--- config.mk ---
export PLATFORM = sky130hd
export DESIGN_NAME = if_fetch_unit
export DESIGN_NICKNAME = d
export VERILOG_FILES = /design/src/rtl/if_fetch_unit.sv
export SDC_FILE = /design/constraint.sdc
export NUM_CORES = 1
export LEC_CHECK = 0
export CORE_ASPECT_RATIO = 0.75
export CORE_MARGIN = 2
export CORE_UTILIZATION = 25
export CTS_CLUSTER_SIZE = 8
export DETAILED_ROUTE_END_ITERATION = 8
export RECOVER_POWER = 100
export SLEW_MARGIN = 10
export SYNTH_ARGS = -nofsm -noshare
export SYNTH_HDL_FRONTEND = slang
export SYNTH_SLANG_ARGS = --single-unit
--- constraint.sdc ---
create_clock -name clk -period 1.85 [get_ports clk]
set_input_delay 0.37 -clock clk [delete_from_list [all_inputs] [get_ports clk]]
set_output_delay 0.37 -clock clk [all_outputs]
set_load 0.05 [all_outputs]
--- src/rtl/if_fetch_unit.sv ---
// Instruction-fetch front end: owns the PC, reads instruction memory, buffers one instruction for IF/ID.
// Latency: a transfer at edge N is presented on ram_out_ins in cycle N+1; one instruction per cycle when streaming.
// Backpressure: pc_pause holds a full buffer and drops mem_req; branch_taken flushes the buffer and refetches from branch_target.
//
// Ports:
//   clk, rst              clock (rising edge), asynchronous active-low reset
//   pc_pause              downstream does not consume this cycle
//   branch_taken/_target  redirect fetch to branch_target (sampled at the edge)
//   mem_req/mem_addr      read request and address (= PC) to instruction memory
//   mem_ready/mem_rdata   read data valid for mem_addr this cycle
//   ram_out_ins           buffered instruction, or EMPTY_INS when the buffer is empty
//   pc_add_value          address of the buffered instruction + 1 (held when empty)
//   fetch_valid           buffer holds a valid instruction
module if_fetch_unit #(
  parameter int unsigned      PC_W      = 16,
  parameter int unsigned      INS_W     = 16,
  parameter logic [PC_W-1:0]  RESET_PC  = 16'h0000,
  parameter logic [INS_W-1:0] EMPTY_INS = 16'h0800
) (
  input  logic             clk,
  input  logic             rst,
  input  logic             pc_pause,
  input  logic             branch_taken,
  input  logic [PC_W-1:0]  branch_target,
  output logic             mem_req,
  output logic [PC_W-1:0]  mem_addr,
  input  logic             mem_ready,
  input  logic [INS_W-1:0] mem_rdata,
  output logic [INS_W-1:0] ram_out_ins,
  output logic [PC_W-1:0]  pc_add_value,
  output logic             fetch_valid
);

  typedef enum logic {
    S_REDIR = 1'b0,
    S_FETCH = 1'b1
  } state_t;

  state_t           r_state;
  state_t           w_state_nxt;
  logic [PC_W-1:0]  r_pc;
  logic [INS_W-1:0] r_ins_q;
  logic [PC_W-1:0]  r_npc_q;
  logic             r_fetch_valid;

  logic             w_mem_req;
  logic             w_transfer;
  logic             w_consume;
  logic [PC_W-1:0]  w_pc_inc;

  // Next-state and request logic. A request is made whenever the buffer
  // has room, either because it is empty or because it drains this edge.
  always_comb begin
    w_state_nxt = r_state;
    w_mem_req   = 1'b0;
    case (r_state)
      S_REDIR: begin
        w_state_nxt = S_FETCH;
      end
      S_FETCH: begin
        w_state_nxt = S_FETCH;
        w_mem_req   = !r_fetch_valid || !pc_pause;
      end
      default: begin
        w_state_nxt = S_REDIR;
      end
    endcase
    // A redirect always parks one cycle in REDIR so memory sees mem_req drop.
    if (branch_taken) begin
      w_state_nxt = S_REDIR;
    end
  end

  assign w_transfer = w_mem_req && mem_ready;
  assign w_consume  = r_fetch_valid && !pc_pause;
  assign w_pc_inc   = r_pc + 1'b1;  // wraps modulo 2^PC_W

  always_ff @(posedge clk or negedge rst) begin
    if (!rst) begin
      r_state <= S_REDIR;
    end else begin
      r_state <= w_state_nxt;
    end
  end

  // PC and one-entry buffer. Redirect discards any same-edge transfer or
  // consume; npc_q is left untouched so pc_add_value holds while empty.
  always_ff @(posedge clk or negedge rst) begin
    if (!rst) begin
      r_pc          <= RESET_PC;
      r_ins_q       <= '0;
      r_npc_q       <= RESET_PC;
      r_fetch_valid <= 1'b0;
    end else if (branch_taken) begin
      r_pc          <= branch_target;
      r_fetch_valid <= 1'b0;
    end else if (w_transfer) begin
      r_ins_q       <= mem_rdata;
      r_npc_q       <= w_pc_inc;
      r_fetch_valid <= 1'b1;
      r_pc          <= w_pc_inc;
    end else if (w_consume) begin
      r_fetch_valid <= 1'b0;
    end
  end

  assign mem_req      = w_mem_req;
  assign mem_addr     = r_pc;
  assign ram_out_ins  = r_fetch_valid ? r_ins_q : EMPTY_INS;
  assign pc_add_value = r_npc_q;
  assign fetch_valid  = r_fetch_valid;

endmodule

# --- Word-level counts from Yosys, hierarchy flattened ---
# Cells that the tools add are included.
word_totals:
  out_inout_bits: 50
  wordCells: 23
  ff_bits: 50
classes:
  add_sub_neg: 1
  n_mux: 8
  reduce_logical: 8
  n_bitwise: 1
op_table:
  columns: ["cell", "count"]
  rows:
  - ["$mux 16", 3]
  - ["$add 16x1->16 const B", 1]
  - ["$mux 1", 5]
  - ["$reduce_bool 3->1", 1]
  - ["$logic_and 1x1->1", 2]
  - ["$logic_not 1->1", 2]
  - ["$reduce_and 2->1", 1]
  - ["$reduce_bool 2->1", 1]
  - ["$logic_or 1x1->1", 1]
  - ["$not 1->1", 1]

# --- Depth between registers and ports, before layout ---
# Gate-level depths: netlist (run 1).
depth:
  word_depth: 6
  mapped_depth: 6

# --- Worst setup path after synthesis (run 1) ---
# No wires, ideal clock.
synth_path:
  kind: "reg2reg"
  startpoint: "register r_pc[0], in the netlist mem_addr[0]"
  endpoint: "register r_pc[10], in the netlist mem_addr[10]"
  synth_period_minus_slack_ns: 2.049
  slack_ns: -0.199
  n_path_buf: 0
  path_stages_with_launch: 7
  required_ns: 1.720
  arrival_time_ns: 1.918
  cell_sequence: "dfrtp_1 -> ha_1 -> and4_1 -> or3b_4 -> nor2_2 -> xnor2_1 -> o21ai_2"
synth_between:
  elab_chain_cells: 3
synth_lines:
  columns: ["element", "line", "rtl"]
  rows:
  - ["start, declared", "41", "logic [PC_W-1:0] r_pc;"]
  - ["start signal, assigned", "95", "r_pc <= branch_target;"]
  - ["start signal, assigned", "101", "r_pc <= w_pc_inc;"]
  - ["$add 16x1->16", "76", "assign w_pc_inc = r_pc + 1'b1;"]
  - ["$mux 16", "97", "end else if (w_transfer) begin"]
  - ["$mux 16", "94", "end else if (branch_taken) begin"]
# No other way between the ends. The select of a mux whose other input is x is not followed.
# A chain may end at the register's enable or synchronous reset.

# --- Final worst setup path (run 1) ---
layout_path:
  startpoint: "input port pc_pause"
  endpoint: "output port mem_req"
layout_between:
  elab_chain_cells: 3
layout_lines:
  columns: ["element", "line", "rtl"]
  rows:
  - ["start, declared", "22", "input logic pc_pause,"]
  - ["$logic_not 1->1", "62", "w_mem_req = !r_fetch_valid || !pc_pause;"]
  - ["$logic_or 1x1->1", "62", null]
  - ["$mux 1", "56", "case (r_state)"]
  - ["end, declared", "25", "output logic mem_req,"]
# No other way between the ends.

==> results of run 1 <==
[area by class of cell]
class / count / area, um2 / area share, %
clock buffer: 6 / 129 / 3.50
clock inverter: 2 / 13.8 / 0.373
inverter: 2 / 7.51 / 0.204
multi-input combinational: 168 / 1150 / 31.3
sequential: 50 / 1250 / 34.0
tap: 132 / 165 / 4.48
timing repair buffer: 101 / 963 / 26.1
[power by group]
group | switching (uW) | leakage [uW] | internal (uW)
clock network | 385 | 0.0000708 | 502
logic | 743 | 0.000782 | 374
registers | 135 | 0.000587 | 1280
total | 1260 | 0.00144 | 2150
[per-stage QoR]
step	area (um2)	worst slack (ns)	TNS, ns
floorplan	2500	-0.0123	-0.0123
global placement	3680	-0.0227	-0.0227
detailed placement	3680	-0.0581	-0.399
CTS	3820	0.0981	0
global route	3690	0.0189	0
finish	3690	0.0517	0
[cell families after synthesis]
family	share of synthesized area (%)
XOR/XNOR	10.2
AND/OR/NAND/NOR	20.6
multiplexers	8.09
AO/OA/AOI/OAI	7.04
adder cells (fa/ha/maj)	0.503
buffers and inverters	3.32
flip-flops	50.3
[critical path: stages]
cell           delay, ns
dlygate4sd3_1       0.55
nand2_1             0.13
and2_1              0.15
clkbuf_4            0.23
[registers in the layout, summed over array words and instances, names as in the netlist]
| signal | count |
|---|---|
| pc_add_value | 16 |
| r_state | 1 |
| mem_addr | 16 |
| fetch_valid | 1 |
| r_ins_q | 16 |
[cell usage after synthesis]
cell type	n
dfrtp_1	50
nand2_1	24
nor2_1	20
xnor2_1	17
and2_1	16
a21oi_1	15
mux2_2	14
xor2_1	12
o21ai_1	10
clkbuf_1	9
buf_2	6
nand3_1	5
o21ai_0	5
nor3_2	4
mux2_1	3
nand4_1	3
inv_1	2
nand3_2	2
nor4_2	2
o21ai_2	2
or2_1	2
and3_1	1
and4_1	1
buf_6	1
ha_1	1
mux2i_1	1
nand2b_1	1
nand4_4	1
nor2_2	1
nor2_4	1
nor3b_2	1
nor4_4	1
o31ai_1	1
or3b_4	1
[cells in the final DEF, fill, tap and decap left out, drive strengths merged]
master / n
a21oi: 15
and3: 1
o21ai: 17
buf: 31
nand2: 24
nor3: 4
clkbuf: 41
mux2i: 1
ha: 1
nor3b: 1
nand3: 7
nor4: 3
dlygate4sd3: 2
or3b: 1
mux2: 17
xnor2: 17
clkinv: 2
dfrtp: 50
nand4: 4
nand2b: 1
inv: 2
o31ai: 1
or2: 2
and4: 1
and2: 16
nor2: 22
clkdlybuf4s50: 33
xor2: 12
[worst max path at each step]
stage,start,to,slack [ns],cells past startpoint
global placement,pc_pause,mem_addr[11],-0.02,7
floorplan,mem_addr[0],mem_addr[10],-0.01,6
finish,pc_pause,mem_req,0.05,4
CTS,mem_addr[1],pc_add_value[14],0.1,6
detailed placement,pc_pause,mem_addr[11],-0.06,7
global route,pc_pause,mem_req,0.02,4
[per-layer routing]
metal	global-route usage (%)	up-vias
li1	-	972
met1	17.8	903
met2	18.7	36
met3	2.59	2
met4	2.68	0
met5	0	-
[repair_timing]
| item | in CTS | in global routing |
|---|---|---|
| endpoints found under the hold margin | 0 | 0 |
| resized for setup | 0 | 2 |
| setup endpoints to repair | 0 | 1 |
==> reports/results.txt, run 1 <==
Post-Synthesis Cells -> 236
antenna violations before repair -> 0
wire length on met2 -> 2920 um
worst skew pair latency -> 0.28 ns
Pwr Total -> 3420 uW
Final Wtd Congestion -> 0.765
TritonRoute pass-1 iters -> 4
RSZ-0062 raised after global routing -> false
clock sinks -> 50
Final Skew -> 0.00332 ns
synth warn -> 0
Longest Clk Path Bufs -> 2
routed length per instance -> 13.8 um
# hold bufs at CTS -> 0
maximum vdd drop -> 352 uV
setup bufs post-CTS -> 0
Yosys cell types -> 34
CTS tree -> yes
measured slew at the worst slew-check pin -> 1.01 ns
Max H-tree Level -> 2
dominant cells by area after synthesis -> dfrtp_1, mux2_2, xnor2_1, xor2_1, and2_1
leading area contributor after synthesis -> dfrtp_1
DR iter-0 viols -> 63
critical path data required time -> 1.48 ns
HP Class -> input pin to asynchronous set/reset pin
drt drc -> 0
fill count -> 949
Tot GR Track Use -> 12.3%
fin crit period -> 1.80 ns
Antenna diodes -> 0
Core Util, Final -> 38.2%
DR vias -> 1913
Critical Path AT -> 1.43 ns
port bufs -> 86
fmax -> 556 MHz
num rows -> 31
Final Hold Fails -> 0
r2r setup slk -> 0.12 ns
Core ar. -> 9660 um2
# setup viols final -> 0
LEAKAGE -> 0.00144 uW
DR vias/cell -> 4.15
final WL -> 6350 um
Setup crit end kind -> output port
largest net degree at the start of global routing -> 37
wl on met1 -> 3190 um
status -> finished, final reports clean
Initial Utilization -> 25.8%
clk slew on worst S/H paths -> 0.06 ns
Num CTS Buffers -> 5
number of max-cap violations -> 0
WHS -> 0.230 ns
number of global-route vias before repair -> 1988
Die H -> 90.4 um
Mapped Area -> 2490 um2
Pwr per Cell Area -> 927 nW/um2
sequential area share after synthesis -> 50.3%
Root Buffer -> clkbuf_16
Tcrit/Tclk final -> 97.2%
total grt overflow -> 0
Mapped Nets -> 274
max_slew headroom -> 32.8%
Final Max Tran Viols -> 0
Area Overhead vs Synth -> 48.1%
Routed Antenna Nets -> 0
post-route insts no fill -> 461
Startpoint Class -> input pin
worst r2r src -> mem_addr[1]
share of cells above drive strength 1 -> 23.7%
# IOs -> 87
syn avg cell area -> 10.5 um2
nets -> 366
DP HPWL -> 5000 um
max layer used -> met4
met3 wire len -> 212 um
Placed Cells -> 453
CP Max Fanout -> 4
top cell type's share of synthesized area -> 50.3%
Seq cells post-synth -> 50
Die W -> 119 um
first-pass GRT wire length -> 10400 um
kind of critical path -> input pin to output port
die area -> 10800 um2
cell depth of the worst flop-to-flop path -> 6
reg2reg end -> mem_addr[10]
Note: power is estimated with default switching activity, not from simulation.
==> run 2: changes to the inputs <==
--- a/config.mk
+++ b/config.mk
@@ -8,7 +8,7 @@
 export CORE_ASPECT_RATIO = 0.75
 export CORE_MARGIN = 2
 export CORE_UTILIZATION = 25
-export CTS_CLUSTER_SIZE = 8
+export CTS_CLUSTER_SIZE = 14
 export DETAILED_ROUTE_END_ITERATION = 8
 export RECOVER_POWER = 100
 export SLEW_MARGIN = 10
==> results of run 2 <==
The final DEF is identical to that of run 1; final timing and power are the same.
